File: config.mk
export PLATFORM = sky130hd
export DESIGN_NAME = cdb_request_queue
export DESIGN_NICKNAME = d
export VERILOG_FILES = /design/src/rtl/cdb_request_queue.sv
export SDC_FILE = /design/constraint.sdc
export NUM_CORES = 1
export LEC_CHECK = 0
export ABC_AREA = 0
export CAP_MARGIN = 30
export CORE_MARGIN = 2
export CORE_UTILIZATION = 56
export DETAILED_ROUTE_END_ITERATION = 10
export DONT_BUFFER_PORTS = 1
export PLACE_DENSITY = 0.77
export SETUP_SLACK_MARGIN = 0.5
export SLEW_MARGIN = 20
export SYNTH_ARGS = -nofsm -noshare
export SYNTH_HDL_FRONTEND = slang
export SYNTH_SLANG_ARGS = --single-unit
File: constraint.sdc
create_clock -name clock -period 2 [get_ports clock]
set_input_delay 0.4 -clock clock [delete_from_list [all_inputs] [get_ports clock]]
set_output_delay 0.4 -clock clock [all_outputs]
set_load 0.02 [all_outputs]
File: src/rtl/cdb_request_queue.sv
// -----------------------------------------------------------------------------
// cdb_request_queue
//
// Holds completed functional-unit results until the common data bus (CDB)
// arbiter awards a broadcast slot. Results are stored in a circular FIFO and
// leave in arrival order.
//
// Handshake with the arbiter: cdb_req is raised in cycle t. A registered
// cdb_gnt in cycle t+1 awards a slot in that same cycle. The head entry is
// then driven combinationally onto out_* and popped at the end of the cycle.
// A flush (mispredict) squashes every held result and blocks any push,
// request or output in the flush cycle.
//
// Ports
//   clock      : clock
//   reset      : synchronous, active-high reset of pointers and occupancy
//   flush      : synchronous squash of all held results
//   in_valid   : FU presents a completed result
//   in_tag     : destination physical tag of the presented result
//   in_data    : result value
//   in_ready   : result is accepted this cycle (full queue accepts while popping)
//   cdb_req    : request for one CDB broadcast slot
//   cdb_gnt    : registered grant answering last cycle's cdb_req
//   out_valid  : head result is broadcast this cycle
//   out_tag    : broadcast tag (zero when out_valid is low)
//   out_data   : broadcast data (zero when out_valid is low)
//   count      : current occupancy
// -----------------------------------------------------------------------------
module cdb_request_queue #(
  parameter int DEPTH  = 4,
  parameter int TAG_W  = 6,
  parameter int DATA_W = 32
) (
  input  logic                     clock,
  input  logic                     reset,
  input  logic                     flush,
  input  logic                     in_valid,
  input  logic [TAG_W-1:0]         in_tag,
  input  logic [DATA_W-1:0]        in_data,
  output logic                     in_ready,
  output logic                     cdb_req,
  input  logic                     cdb_gnt,
  output logic                     out_valid,
  output logic [TAG_W-1:0]         out_tag,
  output logic [DATA_W-1:0]        out_data,
  output logic [$clog2(DEPTH):0]   count
);

  localparam int PTR_W = $clog2(DEPTH);
  localparam int CNT_W = PTR_W + 1;
  localparam logic [CNT_W-1:0] FULL_COUNT = CNT_W'(DEPTH);

  logic [TAG_W-1:0]  tag_mem  [DEPTH];
  logic [DATA_W-1:0] data_mem [DEPTH];

  logic [PTR_W-1:0] head;
  logic [PTR_W-1:0] tail;

  logic             push;
  logic             pop;
  logic [CNT_W-1:0] req_thresh;

  // ---------------------------------------------------------------------------
  // Combinational handshake and output path
  // ---------------------------------------------------------------------------
  always_comb begin
    // NOTE: every signal written here gets a default first so no path can
    // leave it unassigned and infer a latch.
    out_valid  = 1'b0;
    out_tag    = '0;
    out_data   = '0;
    in_ready   = 1'b0;
    cdb_req    = 1'b0;
    push       = 1'b0;
    pop        = 1'b0;
    req_thresh = '0;

    // A grant with an empty queue is a protocol error and is ignored.
    out_valid = cdb_gnt && (count != '0) && !flush;
    pop       = out_valid;

    // Only read storage when out_valid guarantees the head slot was written.
    if (out_valid) begin
      out_tag  = tag_mem[head];
      out_data = data_mem[head];
    end

    // A full queue can still accept because the head leaves this cycle.
    in_ready = (count < FULL_COUNT) || out_valid;
    push     = in_valid && in_ready && !flush;

    // In a granted cycle the head is already being served, so the request
    // must cover a second entry; otherwise it re-covers the current head.
    req_thresh = cdb_gnt ? CNT_W'(1) : '0;
    cdb_req    = (count > req_thresh) && !flush;
  end

  // ---------------------------------------------------------------------------
  // Pointer and occupancy state
  // ---------------------------------------------------------------------------
  always_ff @(posedge clock) begin
    // NOTE: state registers use non-blocking assignments so every flop samples
    // the pre-edge values regardless of statement order.
    if (reset || flush) begin
      head  <= '0;
      tail  <= '0;
      count <= '0;
    end else begin
      if (pop) begin
        head <= head + PTR_W'(1);
      end
      if (push) begin
        tail <= tail + PTR_W'(1);
      end
      unique case ({push, pop})
        2'b10:   count <= count + CNT_W'(1);
        2'b01:   count <= count - CNT_W'(1);
        default: count <= count;
      endcase
    end
  end

  // ---------------------------------------------------------------------------
  // Entry storage
  // ---------------------------------------------------------------------------
  // NOTE: storage is deliberately left without reset; occupancy gates every
  // read, so stale contents are never observed and the array maps to plain RAM.
  always_ff @(posedge clock) begin
    if (push) begin
      tag_mem[tail]  <= in_tag;
      data_mem[tail] <= in_data;
    end
  end

endmodule

==> impl_metrics.yaml <==
worst_setup_path:
  cp_cell_sequence: "buf_12, buf_12, mux4_2, nor2b_4"
  worstSetupPathType: "reg2out"
  critPathMaxStageDelay_ns: 0.51
  cp-end-kind: "output port"
  reg2regPathDepth: 10
  rr_startpoint: "count[0]"
  critical-path-top-delay-family: "multiplexers"
  start_kind: "flop"
  crit-reg2reg-capture: "count[2]"
  critPathSlowestCell: "mux4_2"
  critPathBufInv: 2
  critPathArrivalTime_ns: 1.86
  required_ns: 1.60
  r2r_slack_ns: -0.11
  path_depth: 4
  crit_top_cell: "buf_12"
  worstPathMaxFanout: 7
clocking:
  cts_sinks: 161
  htree_levels: 4
  root_buffer: "clkbuf_8"
  cts-buffers-inserted: 17
  cts_max_path_buffers: 2
  worstSkewPairLatency_ns: 0.51
  clk_pin_slew_ns: 0.06
  cts_tree: "yes"
place:
  dp_hpwl_um: 6680
  port_buffers: 0
  dpl.cell_count: 450
  pre_cts_ws_ns: 0.0259
  place_congestion: 0.759
die:
  die_area_sq_um: 12100
  die_y_um: 110
  ios: 87
  core_sq_um: 10900
  die_w_um: 110
  start_util: 0.576
  rows: 38
grt:
  grt_start_max_net_pins: 29
  antenna_found_initial: 0
  grt_overflow_total: 0
  grt_usage: 0.215
  grt_pass1_vias: 3273
  grt_pass1_wl_um: 18100
finish:
  drive_gt1_frac: 0.439
  areaGrowthSynthToFinish_pct: 34.7
  nets: 445
  diodes: 0
  fill_cells: 547
  instances_no_fill: 548
  fin_util: 0.776
sta:
  relSlewSlack: 0.640
  skew_ns: 0.00633
  setup_slack_ns: -0.260
  hold_viol_final: 0
  fin_crit_sh: 1.13
  tightest_slew_ns: 0.533
  setup_viol_count_final: 41
  max_freq_mhz: 443
  rsz0062_at_grt: "yes"
  min_period_ns: 2.26
  setup_tns_ns: -8.18
  report.final.slew_viol_count: 0
power:
  p_sw_uw: 1380
  pwr-share-comb: 0.049
  swShare: 0.195
  powerDensity_nw_per_um2: 838
  p_leak_uw: 0.00284
  irDropWorstVdd_v: 0.000581
  intPower_uw: 5700
  p_clk_frac: 0.422
  pwr-share-seq: 0.530
detailed_routing:
  first_iter_violations: 241
  via_per_inst: 5.81
  drt-pass1-iter-count: 4
  wl_um: 12700
  vias: 3186
  post-route-drc-count: 0
  ant_nets: 0
  detail_route.wl_per_cell_um: 23.2
flow_run:
  drv_cap: 0
worst_hold_path:
  hold_depth: 2
  min_to: "head[0]"
  hold_class: "in2reg"
  hold_start: "reset"
yosys:
  ys_warn_count: 0
  ys.flop_type: "edfxtp_1"
  syn_inst: 301
  synth.avg_cell_area_sq_um: 20.8
  synth_nets: 351
  async_reset_ff_frac: 0
  netlist_area_sq_um: 6270
  yosysUniqueCellTypes: 27
  synth_edf_count: 152
  ys_seq_area_frac: 0.757
  ys_ff_latch: 161
status:
  status: "finished with violations"
  failed_checks: "negative setup slack"
-- Yosys cell counts (2+ instances only) --
cell type  instances  share of area
nor2_1             7         0.0042
and2_1             4         0.0040
nor2b_1           39          0.039
or3_1              2         0.0020
buf_12             2         0.0064
nand2b_1           2         0.0020
nand2_1            3         0.0018
clkbuf_1           3         0.0018
mux4_2            38           0.14
ha_1               6          0.012
inv_1              8         0.0048
buf_2              6         0.0048
a21oi_1            4         0.0032
xor2_1             3         0.0042
dfxtp_1            9          0.029
edfxtp_1         152           0.73
o21ai_0            3         0.0024
-- worst max path at each step --
| stage | from | endpoint | slack (ns) |
|---|---|---|---|
| after floorplan | count[1] | count[2] | 0.07 |
| after global placement | cdb_gnt | count[2] | 0.09 |
| after detailed placement | cdb_gnt | count[2] | 0.03 |
| after CTS | flop | out_data[10] | -0.28 |
| after global routing | flop | out_data[13] | -0.33 |
| final | flop | out_data[13] | -0.26 |
-- worst register-to-register path: cells and delay by family (launching register included) --
kind | cells | cell delay, ns
AND/OR/NAND/NOR | 2 | 0.54
buffers and inverters | 3 | 0.24
adder cells (fa/ha/maj) | 2 | 0.46
XOR/XNOR | 1 | 0.16
AO/OA/AOI/OAI | 2 | 0.20
flip-flops | 1 | 0.44
-- flip-flops by register name (all words and copies together) (netlist names), named ones only --
| register | cells |
|---|---|
| data_mem | 128 |
| tail | 2 |
| tag_mem | 24 |
| count | 3 |
| head | 2 |
-- metrics by stage --
stage | hold slack, ns | total power (uW) | area (sq um)
6_report | 0.102 | 7080 | 8450
5_1_grt | 0.0941 | 7280 | 8450
4_1_cts | 0.0860 | 7080 | 8250
3_5_place_dp | 0.499 | 4000 | 6770
3_3_place_gp | 0.499 | 3990 | 6770
2_1_floorplan | 0.468 | 3950 | 6440
-- per-layer routing --
layer  routed length (um)  vias to the layer above  track usage
met5                    0                        -            0
met4                  121                        0       0.0633
met3                  774                       13       0.0640
met2                 6570                      113        0.348
met1                 5270                     1669        0.286
li1                     -                     1391            -
-- cell families after synthesis --
logic type | after synthesis | share of synthesized area
compound gates | 9 | 0.00818
xor+xnor | 3 | 0.00419
fa+ha+maj | 7 | 0.0152
buf+inv | 21 | 0.0208
flops | 161 | 0.757
mux | 38 | 0.136
simple gates | 62 | 0.0587
-- timing repair --
action | 4_1_cts | 5_1_grt
resized for setup | 71 | 21
hold buffers | 38 | 0
buffers inserted | 15 | 2
endpoints found under the setup margin | 124 | 174
gates cloned | 5 | 6
pin swaps | 9 | 3
endpoints found under the hold margin | 152 | 0
-- power groups by stage --
stage                     Clock (uW)  Sequential (uW)  Combinational, uW
after floorplan                    0             3820                138
after global placement             0             3820                175
after detailed placement           0             3820                178
after CTS                       3000             3750                326
after global routing            3160             3750                367
final                           2980             3750                345
-- cells in the final DEF, fill, tap and decap left out, types with 5 or more instances in the layout --
cell type	Yosys	layout
buf_12	2	13
buf_16	0	5
buf_4	1	15
buf_6	1	13
clkbuf_1	3	5
clkbuf_16	0	20
dlygate4sd3_1	0	38
edfxtp_1	152	152
inv_1	8	5
mux4_2	38	38
nor2b_4	0	39
-- area by class of cell --
class                      count  area, sq um  area share
inverter                       8         40.0     0.00474
multi-input combinational    119         1790       0.212
tap                          140          175      0.0207
clock buffer                  22          433      0.0512
timing repair buffer          88         1140       0.135
clock inverter                10          111      0.0132
sequential                   161         4760       0.563
Power figures use the tool's default switching activity.
==> variant: new RTL, same settings <==
The parameter `DEPTH` goes from 4 to 16.
--- a/src/rtl/cdb_request_queue.sv
+++ b/src/rtl/cdb_request_queue.sv
@@ -29,3 +29,3 @@
 module cdb_request_queue #(
-  parameter int DEPTH  = 4,
+  parameter int DEPTH  = 16,
   parameter int TAG_W  = 6,
Ports: changed (resized count); port bits go from 87 to 89. No check against the original RTL was run, so the function may have changed too.
==> variant against the original RTL <==
- the flow still finishes with violations (negative setup slack)
- cell count grew to 3.7 times the old value
- synthesized area grew to 3.9 times the old value
- die area grew to 3.7 times the old value
- non-clock buffer count is 239 higher
- power grew to 3.7 times the old value
- sequential cell count is 464 higher
- sequential share of layout area is 0.75 points lower
- final area grew to 4.0 times the old value
- fmax is 22% lower
- setup slack worse by 0.63 ns
- register-to-register slack worse by 0.21 ns
- largest power group unchanged
- routed wire length grew to 6.4 times the old value
- worst hold slack worse by 0.052 ns
- clock skew is 0.021 ns higher
==> variant: results (changes against the original RTL) <==
* Leading registers by flop count: data_mem x512, tag_mem x96, count x5 (was data_mem x128, tag_mem x24, count x3)
* Setup slack of the most critical reg-to-reg path at -0.32 ns (was -0.11 ns)
* Violations in the final reports: negative setup slack (unchanged)
* Number of antenna violations at the first check in global routing at 1 (was 0)
* Syn Nets at 1146 (was 351)
* Layout cell share with drive strength beyond 1 at 49.80% (was 43.87%)
* Worst Hold Launch: flush (was reset)
* Data arrival time of the critical path at 2.49 ns (was 1.86 ns)
* Fill cell total of the finished layout at 1857 (was 547)
* H-tree levels at 2 (was 4)
* Largest voltage drop on the vdd net at 0.6675 mV (was 0.5810 mV)
* Final-report setup violation count at 651 (was 41)
* Unique cell type count in the Yosys netlist at 45 (was 27)
* Mean number of vias per cell at 7.011 (was 5.814)
* Power spent charging and discharging nets at 5.786 mW (was 1.381 mW)
* HPWL after detailed placement at 28880 um (was 6679 um)
* PnR worst setup slack at -0.8874 ns (was -0.2596 ns)
* Final GP Congestion at 0.7669 (was 0.7591)
* Synthesized area per cell at 22.10 um^2 (was 20.83 um^2)
* Worst Path Max Fanout at 6 (was 7)
* Main area contributors after synthesis: sky130_fd_sc_hd__edfxtp_1 (76%), sky130_fd_sc_hd__mux4_2 (14%), sky130_fd_sc_hd__mux2_2 (1.8%) (was sky130_fd_sc_hd__edfxtp_1 (73%), sky130_fd_sc_hd__mux4_2 (14%), sky130_fd_sc_hd__nor2b_1 (3.9%))
* Routed WL at 81020 um (was 12740 um)
* Commonest cells in the synthesized netlist: sky130_fd_sc_hd__edfxtp_1 (608), sky130_fd_sc_hd__mux4_2 (152), sky130_fd_sc_hd__nand2_1 (44) (was sky130_fd_sc_hd__edfxtp_1 (152), sky130_fd_sc_hd__nor2b_1 (39), sky130_fd_sc_hd__mux4_2 (38))
* Leakage component of the power at 10.84 nW (was 2.837 nW)
* Run status: finished with violations (unchanged)
* TritonCTS Buffers at 61 (was 17)
* Hold Path Depth at 3 (was 2)
* Sequential area share after synthesis at 77.01% (was 75.66%)
* First-pass GRT wire length at 95390 um (was 18150 um)
* Number of global-route vias before repair at 13293 (was 3273)
* Sum Neg Setup Slack at -153.42 ns (was -8.180 ns)
* Global-route usage over all layers at 30.69% (was 21.50%)
* Iteration count of the initial detailed-routing pass at 7 (was 4)
[variant: changes by cell type in the layout (fill, tap and decap cells not counted), sizes merged, moves of 17 or more]
| cell | change |
|---|---|
| o21ai | +37 |
| clkbuf | +78 |
| buf | +215 |
| mux4 | +114 |
| mux2 | +38 |
| edfxtp | +456 |
| nor2b | -38 |
| clkinv | +21 |
| nor2 | +17 |
| mux2i | +42 |
| nand2 | +41 |
[variant: how the worst max path moves through the flow]
stage	from	endpoint	slack, ns	cells after the start
2_1_floorplan	count[4]$_SDFFE_PP0P_	data_mem[0][0]$_DFFE_PP_	-0.51	5
6_report	flip-flop	out_data[9]	-0.89	7
3_5_place_dp	count[1]$_SDFFE_PP0P_	count[4]$_SDFFE_PP0P_	-0.18	8
5_1_grt	flip-flop	out_data[9]	-0.93	7
3_3_place_gp	count[1]$_SDFFE_PP0P_	count[4]$_SDFFE_PP0P_	-0.12	8
4_1_cts	flip-flop	out_data[2]	-0.83	6
[variant: final cells by class]
cell class,count,area (um^2),area share (%)
tap,546,683.2,2.039
timing repair buffer,327,5465,16.31
multi-input combinational,405,6863,20.49
clock inverter,36,257.7,0.7694
sequential,625,18620,55.59
inverter,5,23.77,0.07097
clock buffer,76,1583,4.725
[variant: power groups by stage]
stage	Combinational, mW	Clock (mW)	Sequential, mW
global route	0.837	11.8	14.4
detailed placement	0.360	0	14.7
global placement	0.352	0	14.7
finish	0.807	11.3	14.4
CTS	0.665	10.8	14.4
floorplan	0.242	0	14.7
[variant: repair_timing]
action                                 4_1_cts  5_1_grt
hold buffers                                38        0
setup endpoints to repair                  663      667
buffers inserted                            64       42
resized for setup                          192      145
endpoints found under the hold margin      608        0
pin swaps                                   34       30
cloned                                      38       36
[variant: kinds of logic (layout without fill, tap and decap cells)]
| group | count (synthesis) | count (layout) | share of synthesized area [%] |
|---|---|---|---|
| buf+inv | 63 | 444 | 1.181 |
| mux | 232 | 232 | 17.69 |
| compound gates | 57 | 57 | 1.368 |
| simple gates | 98 | 98 | 1.948 |
| flops | 625 | 625 | 77.01 |
| fa+ha+maj | 10 | 10 | 0.5181 |
| xor+xnor | 8 | 8 | 0.2901 |
[variant: layer usage]
metal / track usage, % / vias up / wire length [um] / share of wire (%)
li1: - / 5285 / - / -
met1: 39.81 / 7353 / 27750 / 34
met2: 50.08 / 1228 / 39230 / 48
met3: 7.996 / 294 / 9367 / 12
met4: 12.51 / 2 / 4654 / 5.7
met5: 0 / - / 13 / 0.016
[variant: stage by stage]
stage	setup slack (ns)	area (um^2)	hold WS, ns
final	-0.8874	33500	0.04994
after global routing	-0.9283	33500	0.05261
after CTS	-0.8291	31570	0.008201
after detailed placement	-0.1768	26800	0.4994
after global placement	-0.1221	26800	0.4994
after floorplan	-0.5101	25070	0.4902
